$ cat config.mk
export PLATFORM = sky130hd
export DESIGN_NAME = qwic51_ifetch
export DESIGN_NICKNAME = d
export VERILOG_FILES = /design/src/rtl/qwic51_ifetch.sv
export SDC_FILE = /design/constraint.sdc
export NUM_CORES = 1
export LEC_CHECK = 0
export ABC_AREA = 0
export CORE_ASPECT_RATIO = 1.2
export CORE_UTILIZATION = 45
export DETAILED_ROUTE_END_ITERATION = 16
export GPL_ROUTABILITY_DRIVEN = 0
export PLACE_DENSITY = 0.77
export SLEW_MARGIN = 20
export SYNTH_ARGS = -nofsm -noshare
export SYNTH_HDL_FRONTEND = slang
export SYNTH_SLANG_ARGS = --single-unit
export TNS_END_PERCENT = 1
$ cat constraint.sdc
create_clock -name CPU_CLK -period 4.5 [get_ports CPU_CLK]
set_input_delay 0.9 -clock CPU_CLK [delete_from_list [all_inputs] [get_ports CPU_CLK]]
set_output_delay 0.9 -clock CPU_CLK [all_outputs]
set_load 0.03 [all_outputs]
$ cat src/rtl/qwic51_ifetch.sv
// qwic51_ifetch: instruction fetch unit feeding the qwic51 core IR input.
// Build option QWIC51_IFETCH_PREFETCH_EN enables the sequential run-ahead
// FIFO; without it every request is fetched on demand with miss timing.
//
// Handshake: PC_REQ is a one-cycle pulse with PC_ADDR valid in the same
// cycle; the unit always accepts it. IR_VALID is a one-cycle pulse marking
// the cycle IR_REG was loaded with the byte for the most recent request. A
// new PC_REQ while BUSY replaces the pending request; the old one is dropped.
module qwic51_ifetch #(
  parameter int DATA_WIDTH = 8,
  parameter int ADDR_WIDTH = 16,
  parameter int ROM_LAT    = 1,
  parameter int FIFO_DEPTH = 4
) (
  input  logic                  CPU_CLK,
  input  logic                  CPU_RESET,
  input  logic [ADDR_WIDTH-1:0] PC_ADDR,
  input  logic                  PC_REQ,
  output logic [DATA_WIDTH-1:0] IR_REG,
  output logic                  IR_VALID,
  output logic                  BUSY,
  output logic [ADDR_WIDTH-1:0] ROM_ADDR,
  output logic                  ROM_RD,
  input  logic [DATA_WIDTH-1:0] ROM_RD_DATA
);

  // In-flight reads: ROM_RD/ROM_ADDR is stage 0, stage ROM_LAT is the read
  // whose data is on ROM_RD_DATA this cycle.
  logic [ROM_LAT:1]      inf_v;
  logic [ADDR_WIDTH-1:0] inf_a [1:ROM_LAT];

  logic                  pr_v;
  logic [ADDR_WIDTH-1:0] pr_a;
  logic                  pr_v_n;
  logic [ADDR_WIDTH-1:0] pr_a_n;

  logic                  hit;
  logic                  is_wait;
  logic                  miss;
  logic [DATA_WIDTH-1:0] head_d;
  logic                  issue;
  logic [ADDR_WIDTH-1:0] issue_a;
  logic                  arr_live;
  logic                  bypass;
  logic                  deliver;

`ifdef QWIC51_IFETCH_PREFETCH_EN
  localparam int PW = (FIFO_DEPTH > 1) ? $clog2(FIFO_DEPTH) : 1;
  localparam int CW = $clog2(FIFO_DEPTH + 1);

  logic [ADDR_WIDTH-1:0] fa;
  logic [ADDR_WIDTH-1:0] fa_eff;
  logic [ADDR_WIDTH-1:0] f_a [FIFO_DEPTH];
  logic [DATA_WIDTH-1:0] f_d [FIFO_DEPTH];
  logic [PW-1:0]         rd_ptr;
  logic [PW-1:0]         wr_ptr;
  logic [CW-1:0]         cnt;
  logic                  old_v;
  logic [ADDR_WIDTH-1:0] old_a;
  logic                  push;
  int                    occ;

  // Classify the request against the FIFO head and the oldest in-flight read.
  always_comb begin
    old_v  = ROM_RD;
    old_a  = ROM_ADDR;
    occ    = ROM_RD ? 1 : 0;
    for (int k = 1; k <= ROM_LAT; k++) begin
      if (inf_v[k]) begin
        old_v = 1'b1;
        old_a = inf_a[k];
        occ   = occ + 1;
      end
    end
    occ     = occ + int'(cnt);
    head_d  = f_d[rd_ptr];
    hit     = PC_REQ && (cnt != '0) && (f_a[rd_ptr] == PC_ADDR);
    is_wait = PC_REQ && !hit && (cnt == '0) && old_v && (old_a == PC_ADDR);
  end

  // Issue the next sequential read while FIFO plus in-flight has room;
  // a miss restarts the stream at the requested address with an empty FIFO.
  always_comb begin
    fa_eff  = miss ? PC_ADDR : fa;
    issue   = miss || (occ < FIFO_DEPTH);
    issue_a = fa_eff;
    push    = arr_live && !bypass;
  end

  // Fetch pointer and FIFO pointers; a miss flushes everything.
  always_ff @(posedge CPU_CLK) begin
    if (CPU_RESET) begin
      fa     <= '0;
      rd_ptr <= '0;
      wr_ptr <= '0;
      cnt    <= '0;
    end else begin
      fa <= issue ? fa_eff + ADDR_WIDTH'(1) : fa_eff;
      if (miss) begin
        rd_ptr <= '0;
        wr_ptr <= '0;
        cnt    <= '0;
      end else begin
        if (push) wr_ptr <= wr_ptr + PW'(1);
        if (hit)  rd_ptr <= rd_ptr + PW'(1);
        cnt <= cnt + CW'(push) - CW'(hit);
      end
    end
  end

  // FIFO storage; entries are only meaningful between the pointers.
  always_ff @(posedge CPU_CLK) begin
    if (push) begin
      f_a[wr_ptr] <= inf_a[ROM_LAT];
      f_d[wr_ptr] <= ROM_RD_DATA;
    end
  end
`else
  // On-demand fetch: every request is a miss and issues exactly one read.
  assign hit     = 1'b0;
  assign is_wait = 1'b0;
  assign head_d  = '0;
  assign issue   = miss;
  assign issue_a = PC_ADDR;
`endif

  // Pending-request update and direct delivery of matching returning data.
  always_comb begin
    miss   = PC_REQ && !hit && !is_wait;
    pr_v_n = pr_v;
    pr_a_n = pr_a;
    if (hit) begin
      pr_v_n = 1'b0;
    end else if (PC_REQ) begin
      pr_v_n = 1'b1;
      pr_a_n = PC_ADDR;
    end
    arr_live = inf_v[ROM_LAT] && !miss;
    bypass   = arr_live && pr_v_n && (inf_a[ROM_LAT] == pr_a_n);
    deliver  = hit || bypass;
    if (bypass) pr_v_n = 1'b0;
  end

  // ROM strobe, in-flight valid shift, pending request and IR outputs.
  always_ff @(posedge CPU_CLK) begin
    if (CPU_RESET) begin
      inf_v    <= '0;
      pr_v     <= 1'b0;
      pr_a     <= '0;
      IR_REG   <= '0;
      IR_VALID <= 1'b0;
      ROM_RD   <= 1'b0;
      ROM_ADDR <= '0;
    end else begin
      ROM_RD <= issue;
      if (issue) ROM_ADDR <= issue_a;
      inf_v[1] <= ROM_RD && !miss;
      for (int k = 2; k <= ROM_LAT; k++) inf_v[k] <= inf_v[k-1] && !miss;
      pr_v     <= pr_v_n;
      pr_a     <= pr_a_n;
      IR_VALID <= deliver;
      if (deliver) IR_REG <= hit ? head_d : ROM_RD_DATA;
    end
  end

  // In-flight address tags follow the valid bits; no reset needed.
  always_ff @(posedge CPU_CLK) begin
    inf_a[1] <= ROM_ADDR;
    for (int k = 2; k <= ROM_LAT; k++) inf_a[k] <= inf_a[k-1];
  end

  assign BUSY = pr_v;

endmodule

==> results of run 1 <==
## cell families after synthesis
group           count (synthesis)  synth area share, %
compound gates                  4               0.9473
xor+xnor                       16                6.631
buf+inv                        10                2.545
flops                          60                56.84
mux                            36                17.05
simple gates                   67                15.99
## power by group through the flow
| stage | registers, mW | logic [mW] | clock network (mW) |
|---|---|---|---|
| after global routing | 0.573 | 0.150 | 0.479 |
| after floorplan | 0.599 | 0.0655 | 0 |
| after detailed placement | 0.583 | 0.139 | 0 |
| final | 0.571 | 0.138 | 0.442 |
| after global placement | 0.582 | 0.138 | 0 |
| after CTS | 0.571 | 0.140 | 0.454 |
## placed cells by master (no fill, tap or decap)
cell type	count
nor2_1	30
nor2b_1	1
nand4_1	1
nand2b_1	20
nor3_1	3
buf_4	1
dfxtp_1	60
or4_1	1
xor2_1	2
mux2i_1	36
xnor2_1	14
and4_1	1
buf_2	1
nor3b_1	1
nand2_1	3
clkbuf_1	1
a21oi_1	4
nor4_1	6
clkinv_2	1
clkdlybuf4s50_1	52
clkbuf_8	13
## synthesized netlist by cell type, drive strengths merged
library cell  number
nor3b              1
nor3               3
mux2i             36
xor2               2
dfxtp             60
nor2b              1
buf                7
a21oi              4
clkbuf             3
or4                1
xnor2             14
nor4               6
nand4              1
nand2b            20
nand2              3
and4               1
nor2              30
## worst max-delay path, cell delays in order
cell     delay, ns
buf_2         0.71
mux2i_1       0.34
xnor2_1       0.12
nor4_1        0.28
and4_1        0.56
mux2i_1       0.24
## worst max-delay path by stage
stage / from / end / depth (start not counted)
after CTS: PC_REQ / IR_REG[0] / 6
after floorplan: PC_REQ / IR_REG[0] / 6
after detailed placement: PC_REQ / IR_REG[0] / 6
after global routing: PC_REQ / IR_REG[4] / 6
final: PC_REQ / IR_REG[1] / 6
after global placement: PC_REQ / IR_REG[6] / 6
## state kept, by name, summed over array words and instances (netlist names)
name and count:
IR_VALID 1, inf_a 16, ROM_ADDR 16, inf_v 1, ROM_RD 1, BUSY 1, IR_REG 8, pr_a 16
## area by class of cell
cell class,count,area [sq um]
well taps,56,70.07
multi-input cells,123,858.3
flip-flops and latches,60,1201
repair buffers,54,533.0
fillers,368,1541
clock inverters,1,5.005
clock buffers,14,182.7
## routing by layer
layer | vias to the layer above | track usage, % | part of all wire, %
met4 | 0 | 14.22 | 3.6
met3 | 12 | 5.357 | 6.0
met1 | 644 | 22.90 | 49
li1 | 750 | - | -
met2 | 47 | 23.68 | 42
met5 | - | 0 | 0
==> load_flow_metrics.sql, run 1 <==
INSERT INTO impl_metrics (metric_group, metric, value, unit) VALUES
('drt', 'postRouteWirelength', '3871', 'microns'),
('drt', 'drc', '0', ''),
('synth', 'yosysTopAreaCellShare', '56.84', '%'),
('timing', 'fmax', '0.3446', 'GHz'),
('placed_design', 'port_buf_inserts', '53', ''),
('synth', 'yosys_warnings', '0', ''),
('clocking', 'cts_resized', '0', ''),
('floorplan', 'die_y', '77.07', 'microns'),
('critical_path', 'required', '4.76', 'ns'),
('power_and_ir_drop', 'report.power.total', '1.151', 'mW'),
('synth', 'post_synth.cell_area_avg', '10.95', 'sq um'),
('synth', 'synth_seq_cells', '60', ''),
('critical_path', 'critical_path.endpoint_type', 'flop', ''),
('clocking', 'clock_path_buffers', '2', ''),
('timing', 'max-slew-margin-rel', '36.55', '%'),
('finish', 'drive_gt1_share', '6.349', '%'),
('floorplan', 'core_region_area', '4392', 'sq um'),
('power_and_ir_drop', 'p_int', '0.8834', 'mW'),
('critical_path', 'worstReg2RegEnd', 'IR_REG[1]', ''),
('power_and_ir_drop', 'share_seq_of_total_power', '49.6', '%'),
('power_and_ir_drop', 'power.net_switching', '0.2676', 'mW'),
('timing', 'setup_total_negative_slack', '0', 'ns'),
('clocking', 'holdBufCountCts', '0', ''),
('drt', 'drt_pass1_iterations', '4', ''),
('synth', 'netlist_instances', '193', ''),
('global_routing', 'number_of_global_route_vias_before_repair', '1351', ''),
('critical_path', 'critPathMaxFanout', '38', ''),
('global_routing', 'grt_pass1_wl', '6375', 'microns'),
('drt', 'drt_iter0_drc', '72', ''),
('clocking', 'clk_root_buffer_cell', 'clkbuf_8', ''),
('global_routing', 'globalRouteTotalUtil', '17.65', '%'),
('floorplan', 'die_area', '4975', 'sq um'),
('placed_design', 'detailed_place.area', '2663', 'sq um'),
('critical_path', 'crit_path_start_kind', 'input pin', ''),
('worst_hold_path', 'hold-path-endpoint', 'inf_a[1][11]', ''),
('global_routing', 'antenna_violations_before_repair', '0', ''),
('power_and_ir_drop', 'sw_frac_of_total', '23.25', '%'),
('synth', 'synth_seq_area_share', '56.84', '%'),
('floorplan', 'top_level_port_count', '54', ''),
('finish', 'layout.cells.non_filler', '308', ''),
('placed_design', 'place_hpwl', '2707', 'microns'),
('global_routing', 'grt.overflow.total', '0', ''),
('timing', 'worst_hold_margin', '0.3637', 'ns'),
('clocking', 'worst_setup_hold_path_clk_slew', '0.06', 'ns'),
('floorplan', 'chipWidth', '64.56', 'microns'),
('critical_path', 'setup.worst_path.class', 'in -> reg', ''),
('worst_hold_path', 'worstHoldStart', 'ROM_ADDR[11]', ''),
('drt', 'drt_via_density', '4.718', ''),
('critical_path', 'timing.critical_path.arrival', '3.16', 'ns'),
('clocking', 'cts_buffers', '9', ''),
('drt', 'detail-route-antenna-nets', '0', ''),
('clocking', 'cts_tree', 'yes', ''),
('power_and_ir_drop', 'vdd.ir_drop.worst', '0.2591', 'mV'),
('placed_design', 'pre_cts_ws', '1.237', 'ns'),
('power_and_ir_drop', 'comb_power_share', '12.0', '%'),
('finish', 'stdcell_area', '2850', 'sq um'),
('critical_path', 'worst_r2r_startpoint', 'pr_a[9]', ''),
('critical_path', 'ff2ff_path_depth', '5', ''),
('floorplan', 'initial_core_util', '48.12', '%'),
('finish', 'layout-area-overhead-vs-synth', '34.87', '%'),
('synth', 'post_synth_instance_area', '2113', 'sq um'),
('timing', 'finalHoldViolCount', '0', ''),
('finish', 'fin_util', '64.90', '%'),
('clocking', 'htreeDepth', '3', ''),
('critical_path', 'rrSetupSlack', '2.42', 'ns'),
('run_status', 'status', 'complete, no violations', ''),
('timing', 'rsz_0062_raised_after_global_routing', 'false', ''),
('power_and_ir_drop', 'power-per-cell-area', '403.8', 'nW/um^2'),
('worst_hold_path', 'hp-class', 'reg -> reg', ''),
('synth', 'synth.top_cells.by_area', 'dfxtp_1 57%, mux2i_1 17%, nand2b_1 5.9%', ''),
('timing', 'fin_worst_skew', '0.005065', 'ns');
Note: power is estimated with default switching activity, not from simulation.
==> run 2: changes to the inputs <==
==> constraint.sdc (replaced) <==
create_clock -name CPU_CLK -period 2.81 [get_ports CPU_CLK]
set_input_delay 0.562 -clock CPU_CLK [delete_from_list [all_inputs] [get_ports CPU_CLK]]
set_output_delay 0.562 -clock CPU_CLK [all_outputs]
set_load 0.03 [all_outputs]
==> run 2 against run 1 <==
Final area is 0.61% higher. Critical path type unchanged. Clock skew is essentially flat. Non-clock buffer count grew 4. Setup slack lost 1.1 ns. Sequential cell count stayed put.
==> load_flow_metrics.sql, run 2 (synthesis gave the netlist of run 1 again) <==
INSERT INTO impl_metrics (metric_group, metric, value, unit) VALUES
('finish', 'reg_top3', 'ROM_ADDR: 16 flops, inf_a: 16 flops, pr_a: 16 flops', ''),
('timing', 'tightest_slew', '0.5103', 'ns'),
('drt', 'detail-route-antenna-nets', '0', ''),
('timing', 'min_period_over_period', '82.57', '%'),
('placed_design', 'detailed_place.area', '2705', 'sq um'),
('critical_path', 'ff2ff_path_depth', '5', ''),
('timing', 'crit_path_time_final', '2.320', 'ns'),
('finish', 'final_net_count', '279', ''),
('power_and_ir_drop', 'power-per-cell-area', '618.7', 'nW/um^2'),
('drt', 'postRouteWirelength', '3933', 'microns'),
('critical_path', 'rrSetupSlack', '0.73', 'ns'),
('timing', 'fmax', '0.4310', 'GHz'),
('floorplan', 'die_y', '77.07', 'microns'),
('clocking', 'clk_root_buffer_cell', 'clkbuf_8', ''),
('critical_path', 'setup.worst_path.class', 'in -> reg', ''),
('floorplan', 'initial_core_util', '48.12', '%'),
('worst_hold_path', 'hp-class', 'reg -> reg', ''),
('floorplan', 'chipWidth', '64.56', 'microns'),
('drt', 'wire_per_inst', '12.57', 'microns'),
('floorplan', 'placement_rows', '26', ''),
('clocking', 'cts_resized', '0', ''),
('critical_path', 'crit_path_cells', 'buf_2, buf_4, or4_1, nor4_1, and4_1, mux2i_1', ''),
('critical_path', 'cp-startpoint', 'PC_REQ', ''),
('finish', 'layout-area-overhead-vs-synth', '35.70', '%'),
('timing', 'fin_worst_skew', '0.004629', 'ns'),
('finish', 'antenna_cells_inserted', '0', ''),
('clocking', 'cts_tree', 'yes', ''),
('global_routing', 'antenna_violations_before_repair', '0', ''),
('timing', 'rsz_0062_raised_after_global_routing', 'false', ''),
('critical_path', 'critical_path.slowest_cell', 'or4_1', ''),
('timing', 'max-slew-margin-rel', '65.98', '%'),
('global_routing', 'grt_pass1_wl', '6575', 'microns'),
('clocking', 'clock_insertion_delay_worst_skew', '0.32', 'ns'),
('power_and_ir_drop', 'report.power.total', '1.774', 'mW'),
('critical_path', 'timing.critical_path.to', 'IR_REG[0]', ''),
('clocking', 'worst_setup_hold_path_clk_slew', '0.06', 'ns'),
('timing', 'setup_total_negative_slack', '0', 'ns'),
('global_routing', 'number_of_global_route_vias_before_repair', '1449', ''),
('clocking', 'cts_buffers', '9', ''),
('drt', 'drt_iter0_drc', '86', ''),
('finish', 'final_common_cell', 'dfxtp_1', ''),
('power_and_ir_drop', 'leakage_power_total', '1.142', 'nW'),
('clocking', 'htreeDepth', '3', ''),
('drt', 'via_count', '1459', ''),
('floorplan', 'top_level_port_count', '54', ''),
('finish', 'layout.filler_cells', '372', ''),
('critical_path', 'timing.critical_path.arrival', '2.56', 'ns'),
('finish', 'drive_gt1_share', '7.004', '%'),
('timing', 'final-max-slew-violation-count', '0', ''),
('finish', 'layout_common_cells', '60 x dfxtp_1, 52 x clkdlybuf4s50_1, 36 x mux2i_1', ''),
('critical_path', 'crit_path_start_kind', 'input pin', ''),
('critical_path', 'crit_path_max_cell_delay', '0.60', 'ns'),
('global_routing', 'pin_count_of_the_biggest_net_entering_global_routing', '53', ''),
('floorplan', 'core_region_area', '4392', 'sq um'),
('critical_path', 'required', '3.05', 'ns'),
('drt', 'drc', '0', ''),
('drt', 'drt_via_density', '4.661', ''),
('run', 'maxCapViolCount', '0', ''),
('critical_path', 'critPathMaxFanout', '10', ''),
('timing', 'setup-violations-final', '0', ''),
('placed_design', 'port_buf_inserts', '53', ''),
('critical_path', 'worstReg2RegEnd', 'IR_REG[0]', ''),
('critical_path', 'crit_cells', '6', ''),
('drt', 'drt_pass1_iterations', '4', ''),
('clocking', 'clock_path_buffers', '2', ''),
('critical_path', 'critical_path.endpoint_type', 'flop', ''),
('floorplan', 'die_area', '4975', 'sq um'),
('critical_path', 'worst_r2r_startpoint', 'pr_a[9]', ''),
('placed_design', 'place_hpwl', '2730', 'microns'),
('global_routing', 'globalRouteTotalUtil', '17.72', '%'),
('critical_path', 'critPathBufInv', '2', ''),
('clocking', 'holdBufCountCts', '0', ''),
('critical_path', 'crit_family', 'simple AND/OR/NAND/NOR gates', ''),
('finish', 'stdcell_area', '2868', 'sq um'),
('clocking', 'post_cts_buffers', '0', ''),
('global_routing', 'grt.overflow.total', '0', ''),
('power_and_ir_drop', 'vdd.ir_drop.worst', '0.3735', 'mV'),
('run_status', 'status', 'complete, no violations', ''),
('timing', 'finalHoldViolCount', '0', ''),
('clocking', 'clock_sinks', '60', '');
run 2: changes by cell type in the layout (fill, tap and decap cells not counted):
| cell | delta |
|---|---|
| clkbuf_8 | -3 |
| clkinv_2 | +1 |
| clkbuf_1 | +3 |
| buf_12 | +1 |
| buf_4 | +3 |
run 2: per-stage QoR:
step / worst slack, ns / util (%) / hold WS [ns] / cells
floorplan: 0.8486 / - / 0.4617 / 193
CTS: 0.4791 / 65.30 / 0.3686 / 313
global placement: 0.2018 / 61.60 / 0.3532 / 297
global route: 0.3305 / 65.30 / 0.3780 / 313
detailed placement: 0.1328 / 61.60 / 0.3600 / 297
finish: 0.4897 / 65.30 / 0.3656 / 313
run 2: worst min-delay path by stage:
stage | cells after the start | slack [ns] | start | endpoint
2_1_floorplan | 2 | 0.46 | pr_a[1] | pr_a[1]
3_3_place_gp | 0 | 0.35 | ROM_ADDR[11] | inf_a[1][11]
3_5_place_dp | 0 | 0.36 | ROM_ADDR[12] | inf_a[1][12]
4_1_cts | 0 | 0.37 | ROM_ADDR[11] | inf_a[1][11]
5_1_grt | 0 | 0.38 | ROM_ADDR[11] | inf_a[1][11]
6_report | 0 | 0.37 | ROM_ADDR[11] | inf_a[1][11]
run 2: final cells by class:
cell class / count / area, sq um / area share [%]
clock buffer: 14 / 152.6 / 5.323
multi-input combinational: 123 / 858.3 / 29.93
clock inverter: 2 / 10.01 / 0.3490
sequential: 60 / 1201 / 41.88
timing repair buffer: 58 / 575.6 / 20.07
tap: 56 / 70.07 / 2.443
run 2: per-layer routing:
layer	wire length, microns	GRT usage (%)	up-vias
met4	98	10.89	0
met3	209	5.506	10
met1	1897	22.19	643
met5	0	0	-
met2	1727	26.21	47
li1	-	-	759
run 2: power by group:
part	internal (mW)	switching, mW	total [mW]
logic	0.115	0.111	0.226
registers	0.894	0.0204	0.914
clock network	0.342	0.291	0.634
total	1.35	0.423	1.77
